==> src/rtl/updown_counter_param.sv <==
// Parameterised up/down counter with clamped load, preset-to-MAX, terminal-count flag and wrap pulse.
// Define UDC_SATURATE_EN to saturate at 0/MAX instead of wrapping modulo MAX+1.
module updown_counter_param #(
    parameter int unsigned      WIDTH = 8,
    parameter logic [WIDTH-1:0] MAX   = {WIDTH{1'b1}}
) (
    input  logic             clk,
    input  logic             reset,
    input  logic             en,
    input  logic             mode,
    input  logic             load,
    input  logic [WIDTH-1:0] load_val,
    input  logic             preset,
    output logic [WIDTH-1:0] count,
    output logic             tc,
    output logic             wrap
);

    localparam logic [WIDTH-1:0] ONE = {{(WIDTH-1){1'b0}}, 1'b1};

`ifdef UDC_SATURATE_EN
    localparam logic [WIDTH-1:0] UP_LIMIT_NEXT   = MAX;
    localparam logic [WIDTH-1:0] DOWN_LIMIT_NEXT = '0;
`else
    localparam logic [WIDTH-1:0] UP_LIMIT_NEXT   = '0;
    localparam logic [WIDTH-1:0] DOWN_LIMIT_NEXT = MAX;
`endif

    logic [WIDTH-1:0] count_reg, count_next;
    logic [WIDTH-1:0] load_clamped;
    logic             wrap_reg, wrap_next;
    logic             at_top, at_bottom;

    assign at_top       = (count_reg == MAX);
    assign at_bottom    = (count_reg == '0);
    assign tc           = en & ((mode & at_top) | (~mode & at_bottom));
    assign load_clamped = (load_val > MAX) ? MAX : load_val;

    // A boundary event is exactly an enabled count edge with tc high; load and preset suppress it.
    always_comb begin
        count_next = count_reg;
        wrap_next  = 1'b0;
        if (load) begin
            count_next = load_clamped;
        end else if (preset) begin
            count_next = MAX;
        end else if (en) begin
            wrap_next = tc;
            if (mode) begin
                count_next = at_top ? UP_LIMIT_NEXT : count_reg + ONE;
            end else begin
                count_next = at_bottom ? DOWN_LIMIT_NEXT : count_reg - ONE;
            end
        end
    end

    always_ff @(posedge clk) begin
        if (!reset) begin
            count_reg <= '0;
            wrap_reg  <= 1'b0;
        end else begin
            count_reg <= count_next;
            wrap_reg  <= wrap_next;
        end
    end

    assign count = count_reg;
    assign wrap  = wrap_reg;

endmodule

==> config.mk <==
export PLATFORM = sky130hd
export DESIGN_NAME = updown_counter_param
export DESIGN_NICKNAME = d
export VERILOG_FILES = /design/src/rtl/updown_counter_param.sv
export SDC_FILE = /design/constraint.sdc
export NUM_CORES = 1
export LEC_CHECK = 0
export ABC_AREA = 0
export CAP_MARGIN = 10
export CORE_MARGIN = 2
export CORE_UTILIZATION = 30
export DETAILED_ROUTE_END_ITERATION = 8
export DONT_BUFFER_PORTS = 1
export HOLD_SLACK_MARGIN = 0.06
export PLACE_DENSITY = 0.47
export SLEW_MARGIN = 20
export SYNTH_ARGS = -nofsm -noshare
export SYNTH_HDL_FRONTEND = slang
export SYNTH_SLANG_ARGS = --single-unit
==> constraint.sdc <==
create_clock -name clk -period 1.8 [get_ports clk]
set_input_delay 0.18 -clock clk [delete_from_list [all_inputs] [get_ports clk]]
set_output_delay 0.18 -clock clk [all_outputs]
set_load 0.03 [all_outputs]
==> results of run 1 <==
==> worst min path at each step <==
stage	from	to	slack, ps
2_1_floorplan	preset	count[1]$_SDFFE_PN0P_	320
3_3_place_gp	reset	count[1]$_SDFFE_PN0P_	320
3_5_place_dp	load	count[1]$_SDFFE_PN0P_	330
4_1_cts	reset	wrap$_SDFF_PP0_	60
5_1_grt	reset	wrap$_SDFF_PP0_	80
6_report	reset	wrap$_SDFF_PP0_	60
==> timing repair <==
item                                   in CTS  in global routing
gates resized for setup                     6                 11
endpoints found under the hold margin       2                  0
setup endpoints to repair                   1                  1
buffers inserted                            1                  2
hold buffers                                3                  0
pin swaps                                   0                  4
cloned                                      0                  0
==> cell usage after synthesis (all sizes together), types with 4 or more instances <==
| master | count | area (um2) |
|---|---|---|
| a21oi | 9 | 52.6 |
| and3 | 5 | 31.3 |
| buf | 6 | 42.5 |
| clkbuf | 4 | 15.0 |
| dfxtp | 9 | 180 |
| inv | 6 | 22.5 |
| nand3 | 6 | 30.0 |
| nor2 | 8 | 30.0 |
| nor3 | 4 | 20.0 |
| nor3b | 4 | 51.3 |
| o21ai | 7 | 35.0 |
| or3 | 4 | 25.0 |
==> cells by family after synthesis <==
| logic type | synth area share |
|---|---|
| flops | 0.195 |
| simple gates | 0.344 |
| buf+inv | 0.0866 |
| compound gates | 0.286 |
| xor+xnor | 0.0379 |
| fa+ha+maj | 0.0406 |
| mux | 0.0108 |
==> through the flow <==
| stage | power (W) | TNS, ps | util |
|---|---|---|---|
| 3_5_place_dp | 0.000514 | 0 | 0.347 |
| 5_1_grt | 0.000741 | -27.6 | 0.393 |
| 2_1_floorplan | 0.000444 | 0 | - |
| 4_1_cts | 0.000687 | 0 | 0.373 |
| 6_report | 0.000701 | 0 | 0.393 |
| 3_3_place_gp | 0.000514 | 0 | 0.347 |
==> power groups by stage <==
stage	Combinational (W)	Sequential [W]	Clock (W)
5_1_grt	0.000313	0.000254	0.000174
2_1_floorplan	0.000169	0.000275	0
6_report	0.000288	0.000252	0.000162
4_1_cts	0.000278	0.000246	0.000163
3_3_place_gp	0.000266	0.000248	0
3_5_place_dp	0.000264	0.000249	0
==> layer usage <==
layer / up-vias / part of all wire / GRT usage
met3: 6 / 0.058 / 0.0284
met5: - / 0 / 0
met1: 457 / 0.44 / 0.225
met2: 32 / 0.47 / 0.290
met4: 0 / 0.031 / 0.0952
li1: 481 / - / -
==> area by class of cell <==
cell class,instances,area [um2],share of cell area
clock buffer,4,26.3,0.0223
inverter,6,22.5,0.0191
multi-input combinational,92,713,0.605
sequential,9,190,0.161
tap,33,41.3,0.0350
timing repair buffer,22,185,0.157
==> critical path, delay by kind of cell (launching register included) <==
kind	cells	cell delay (ps)
buffers and inverters	2	190
adders and majority gates	1	130
and+or+nand+nor	3	470
AOI/OAI and AO/OA	1	160
DFF	1	370
==> results.md, run 1 <==
* Pin count of the biggest net entering global routing at 15
* Asr flop ratio synth at 0
* I/O Pins at 24
* Largest register FFs at 8
* CTS H-Tree Depth at 1
* Dpl cells at 156
* Placement-stage cell area at 1040 um2
* Sequential power share at 0.359
* DP Wirelength at 2140 um
* Hold depth at 1
* Final setup fails at 0
* Syn Std Cell Area at 925 um2
* Worst Path Arrival at 1590 ps
* First-pass DRT Iterations at 4
* Synthesis-to-finish area growth at 27.5%
* Commonest non-fill, non-tap cell in the layout: buf_4
* CTS max path bufs at 2
* Final instance count without filler cells at 166
* Synth unique cells at 49
* Status: complete, no violations
* Setup crit end kind: output port
* Iter 0 DRT Violations at 27
* Layout cell share with drive strength beyond 1 at 0.323
* Post-synth EDFFs at 0
* Endpoints failing hold at 0
* Ys Warns at 0
* Fin nets at 151
* Minimum clock period at 1770 ps
* DRT Wirelength at 2900 um
* Critical Path Sink: tc
* Vias in the first global route at 953
* Slew @ Worst Pin at 446 ps
* WHS at 62.5 ps
* I/O Buffers at 0
* Clock group share of total power at 0.230
* Drc violations at 0
* Slowest-stage cell, CP: dfxtp_4
* Reg clk slew, reported paths at 60 ps
* Net Count, Synth at 134
* CTS tree: built
* Total gr overflow at 0
* Mean Syn Cell Area at 7.90 um2
* Crit start category: flip-flop
* Initial antenna violation count at 0
* Clock latency on the worst-skew pair at 270 ps
* Vias/cell at 5.88
* Leakage power at 0.429 nW
* Core region area at 3000 um2
* Critical Path Start: count[1]$_SDFFE_PN0P_
* RR Startpoint: count[1]$_SDFFE_PN0P_
* Power share of the combinational group at 0.411
* Die outline height at 59.5 um
* Wire per inst at 17.5 um
* Critical path peak fanout at 6
* Clock skew at 5.58 ps
* First-pass GRT wire length at 4630 um
* Max Transition Viols Final at 0
* Antenna diodes at 0
* Sw power at 0.000267 W
* Gate Count Post-Synth at 117
* Total global-route track usage at 0.179
* Vias at 976
* Cts bufs inserted at 3
* Reg2Reg Depth at 7
* Final WS setup at 25.0 ps
* Max Cap Viol at 0
* Die Wd at 59.5 um
* Starting density of the core at 0.308
* Pwr/cell area at 595 nW/um2
* Cell area after layout at 1180 um2
* Placer Congestion at 0.874
* Crit Reg-Reg Endpoint: count[3]$_SDFFE_PN0P_
* Die ar. at 3540 um2
* Rel. slew slack at 0.701
* Critical Path Max Stage Delay at 370 ps
* Peak VDD IR at 0.429 mV
* Hold Crit Class: input port to flip-flop
* CP cell instances: inv_2 -> ha_4 -> nor3b_4 -> nand2_2 -> a21boi_2 -> and2_4 -> buf_12
* Register-to-register setup slack at 220 ps
* Sw Share at 0.381
* FP Rows at 20
* Filler cells at 314
* Crit Path Class: flip-flop to output port
* Commonest non-fill, non-tap cells in the layout: buf_4 (18), nor2_1 (8), a21oi_1 (7)
* WP data required at 1620 ps
* CTS root buffer: clkbuf_4
* Worst slack, placed at 162 ps
* Seq/Total Area, Yosys at 0.195
* Predominant post-synthesis flop cell: dfxtp_1
* Num Clock Sinks at 9
* Final ANT Viol Nets at 0
* Max frequency at 0.563 GHz
* Period utilisation layout at 0.986
* P_int at 0.000434 W
* Synthesized flop and latch total at 9
Power figures use the tool's default switching activity.
==> run 2: changes to the inputs <==
- CORE_MARGIN: 2 -> unset
==> results.md, run 2 (synthesized netlist as in run 1, its figures left out) <==
* WP data required at 1620 ps
* First-pass DRT Iterations at 6
* CTS max path bufs at 2
* I/O Pins at 24
* Placer Congestion at 0.835
* Critical Path Max Stage Delay at 360 ps
* Antenna diodes at 0
* Pin count of the biggest net entering global routing at 15
* Die ar. at 3310 um2
* Starting density of the core at 0.327
* Final WS setup at 49.7 ps
* Crit start category: flip-flop
* Pwr/cell area at 603 nW/um2
* Period utilisation layout at 0.972
* Die Wd at 57.5 um
* Reg clk slew, reported paths at 60 ps
* Filler cells at 296
* Layout cell share with drive strength beyond 1 at 0.318
* Worst Path Arrival at 1570 ps
* Final setup TNS at 0 ps
* Setup crit end kind: output port
* Power share of the combinational group at 0.405
* Rel. slew slack at 0.684
* Final setup fails at 0
* CTS root buffer: clkbuf_4
* Peak VDD IR at 0.443 mV
* P_int at 0.000430 W
* CTS H-Tree Depth at 1
* Sw power at 0.000265 W
* Clock skew at 10.1 ps
* Top Usage Layer GRT: met2
* Hold Crit Class: input port to flip-flop
* Max Cap Viol at 0
* Num Clock Sinks at 9
* FP Rows at 19
* Minimum clock period at 1750 ps
* Vias/cell at 5.96
* Leakage power at 0.424 nW
* Final ANT Viol Nets at 0
* Die outline height at 57.5 um
* Total global-route track usage at 0.179
* Wire per inst at 17.5 um
* Critical path peak fanout at 4
* Iter 0 DRT Violations at 43
* WHS at 61.9 ps
* Slew @ Worst Pin at 472 ps
* Slowest-stage cell, CP: dfxtp_2
* Grt met2 use at 0.261
* Sequential power share at 0.354
* Commonest non-fill, non-tap cell in the layout: buf_4
* DP Wirelength at 2060 um
* Clock latency on the worst-skew pair at 270 ps
* DRT Wirelength at 2860 um
* Met3 usage at 0.0522
* Max Transition Viols Final at 0
* RSZ-0062 raised after global routing: true
* Clock group share of total power at 0.241
* Core region area at 2830 um2
* Worst path buffer plus inverter count at 1
* Endpoints failing hold at 0
* CTS tree: built
* Failing checks: design-rule violations
* Fin nets at 150
* First-pass GRT wire length at 4530 um
* Vias at 972
* I/O Buffers at 0
* Register-to-register setup slack at 260 ps
* Vias in the first global route at 912
* Sw Share at 0.381
* Initial antenna violation count at 0
* Synthesis-to-finish area growth at 24.6%
* Grt met1 use at 0.258
* CP cell instances: ha_2 -> nand3_2 -> o21ai_2 -> a21boi_2 -> and2_4 -> buf_12
* Total gr overflow at 0
* Crit Path Class: flip-flop to output port
* Family with the most delay on the worst path: compound AO/OA/AOI/OAI gates
* Status: finished, violations left
* Drc violations at 2
* Max frequency at 0.571 GHz
* Largest register FFs at 8
* Cts bufs inserted at 3
* Worst slack, placed at 179 ps
* Commonest non-fill, non-tap cells in the layout: buf_4 (15), nor2_1 (8), a21oi_1 (7)
==> run 2: power by group through the flow <==
stage               registers, W  logic (W)  clock network [W]
finish                  0.000246   0.000281           0.000168
global route            0.000249   0.000307           0.000184
CTS                     0.000243   0.000268           0.000176
global placement        0.000248   0.000255                  0
detailed placement      0.000247   0.000255                  0
floorplan               0.000275   0.000169                  0
==> run 2: layout make-up <==
type                    instances  area (um2)  share of cell area
multi-input cells              92         694               0.603
flip-flops and latches          9         186               0.162
repair buffers                 21         184               0.160
well taps                      31        38.8              0.0337
clock buffers                   4        26.3              0.0228
inverters                       6        22.5              0.0195
==> run 2: routing by layer <==
layer | wire length [um] | vias to the layer above
met3 | 187 | 2
li1 | - | 477
met2 | 1330 | 37
met5 | 0 | -
met4 | 23 | 0
met1 | 1310 | 456
==> run 2: path summary, 6_finish.rpt <==
path	from	to	cells after the start
setup / recovery	count[0]$_SDFFE_PN0P_	tc	6
hold / removal	reset	wrap$_SDFF_PP0_	1
setup reg to reg	count[0]$_SDFFE_PN0P_	count[3]$_SDFFE_PN0P_	7
hold reg to reg	count[7]$_SDFFE_PN0P_	count[7]$_SDFFE_PN0P_	2
==> run 2: what timing repair did <==
action                                  in CTS  in global routing
cloned                                       0                  0
pin swaps                                    0                  2
endpoints found under the hold margin        3                  1
gates resized for setup                      4                 11
buffers inserted                             1                  2
endpoints found under the setup margin       1                  1
hold buffers                                 3                  1
==> run 2: metrics by stage <==
stage,cells,util,total power (W),instance area (um2)
detailed placement,152,0.362,0.000502,1020
CTS,160,0.388,0.000687,1100
finish,163,0.407,0.000695,1150
floorplan,117,-,0.000444,925
global placement,152,0.362,0.000503,1020
global route,163,0.407,0.000740,1150
==> RTL change: new RTL, config.mk and constraints of run 2 <==
The parameter `WIDTH` goes from 8 to 12.
--- a/src/rtl/updown_counter_param.sv
+++ b/src/rtl/updown_counter_param.sv
@@ -3,3 +3,3 @@
 module updown_counter_param #(
-    parameter int unsigned      WIDTH = 8,
+    parameter int unsigned      WIDTH = 12,
     parameter logic [WIDTH-1:0] MAX   = {WIDTH{1'b1}}
Ports: changed (resized count and load_val); port bits go from 24 to 32. No check against the original RTL was run, so the function may have changed too.
==> RTL change against run 2 <==
The run ends with negative setup slack left; sequential cell count rose by 4; area after synthesis is 40% higher; wire length rose by 67%; worst hold slack improved by 5.5 ps; worst setup slack got worse by 62 ps; critical path type unchanged; final area rose by 48%; power up 69%; count of clock-buffer cells in the layout unchanged.
==> RTL change: results (changes against run 2) <==
status: "complete, but fails checks"  # unchanged
violations: "negative setup slack"  # was design-rule violations
gp_routability_congestion: 0.9138  # was 0.8348
cts.path.max_buffers: 2  # unchanged
post-cts-setup-buffer-count: 3  # was 1
switching_share: 0.4033  # was 0.3807
drtPass1Iterations: 4  # was 6
synth_common_cells: "15 x nand2_1, 13 x dfxtp_1, 13 x o21ai_0"  # was 9 x dfxtp_1, 8 x nor2_1, 7 x a21oi_1
cts-root-buf: "clkbuf_8"  # was clkbuf_4
vdd_drop_max_uv: 339.1  # was 443.1 uV
total_leakage_power_nw: 0.6092  # was 0.4240 nW
layout.cells.non_filler: 251  # was 163
setup_slack_ps: -12.10  # was 49.67 ps
routed_wl_um: 4766  # was 2855 um
syn_nets: 205  # was 134
tightest_slew_ps: 482.6  # was 471.9 ps
internal_power_mw: 0.7003  # was 0.4304 mW
p_clk_frac: 0.248  # was 0.241
synth_area_per_cell_um2: 7.052  # was 7.903 um^2
finalSetupViolCount: 2  # was 0
nets: 223  # was 150
final_layout_size_suffix_gt1_frac: 0.3234  # was 0.3182
critical_path.max_stage_delay_ps: 400  # was 360 ps
nFillCells: 424  # was 296
synth_seq_area_share: 0.2006  # was 0.1949
clk_latency_ps: 250  # was 270 ps
dp.cells: 242  # was 152
cp_max_fo: 7  # was 4
place_hpwl_um: 3494  # was 2058 um
grt_pass1_wl_um: 7700  # was 4526 um
yosys_warnings: 0  # unchanged
yosysTopAreaCellShare: 0.2006  # was 0.1949
fin_setup_tns_ps: -16.55  # was 0 ps
via_per_inst: 6.127  # was 5.963
drtIter0Drc: 118  # was 43
track_usage: 0.2312  # was 0.1791
p_comb_frac: 0.427  # was 0.405
synth_area_leaders: "dfxtp_1 20%, o21ai_0 5.0%, nand3_1 4.6%, nand2_1 4.3%, buf_2 3.5%"  # was dfxtp_1 19%, ha_1 4.1%, a21oi_1 3.8%, and3_1 3.4%, nand3_1 3.2%
seqCellArea_um2: 279.0  # was 186.4 um^2
cts_repair_resize_count: 8  # was 4
synth_cell_types: 48  # was 49
largest_register_ffs: 12  # was 8
grt_max_degree: 17  # was 15
crit_arrival_ps: 1630  # was 1570 ps
## RTL change: cell count changes in the layout (fill, tap and decap cells not counted), sizes merged, moves of 4 or more
| cell | delta |
|---|---|
| buf | +15 |
| dfxtp | +4 |
| dlygate4sd3 | -4 |
| nand2 | +12 |
| nand3 | +6 |
| nor3 | +4 |
| o211ai | +4 |
| o21ai | +12 |
| or4 | +5 |
## RTL change: critical path: cells and delay by family, from the launching register on
| family | cells | cell delay [ps] |
|---|---|---|
| adders and majority gates | 1 | 150 |
| and+or+nand+nor | 3 | 580 |
| AOI/OAI and AO/OA | 1 | 200 |
| buffers and inverters | 1 | 50 |
| DFF | 1 | 400 |
## RTL change: cell families after synthesis
logic type / after synthesis / share of synthesized area
adder cells (fa/ha/maj): 3 / 0.02893
AND/OR/NAND/NOR: 75 / 0.3250
flip-flops: 13 / 0.2006
XOR/XNOR: 7 / 0.04725
buffers and inverters: 25 / 0.08100
AO/OA/AOI/OAI: 61 / 0.3173
## RTL change: layer usage
metal  global-route usage  wire length (um)  vias up
met4              0.07713                75        0
met1               0.2883              2021      750
li1                     -                 -      729
met3              0.04899               311        8
met5                    0                 0        -
met2               0.3886              2358       51
## RTL change: worst paths after layout
check | depth (start not counted) | endpoint | from | slack, ps
setup reg to reg | 8 | count[8] | count[0] | 0
hold reg to reg | 2 | count[5] | count[5] | 560
hold / removal | 2 | count[4] | reset | 70
setup / recovery | 6 | tc | count[0] | -10
## RTL change: final cells by class
| cell class | instances | share of cell area |
|---|---|---|
| well taps | 50 | 0.03676 |
| repair buffers | 32 | 0.1507 |
| clock buffers | 4 | 0.02647 |
| inverters | 6 | 0.01618 |
| flip-flops and latches | 13 | 0.1640 |
| multi-input cells | 146 | 0.6059 |
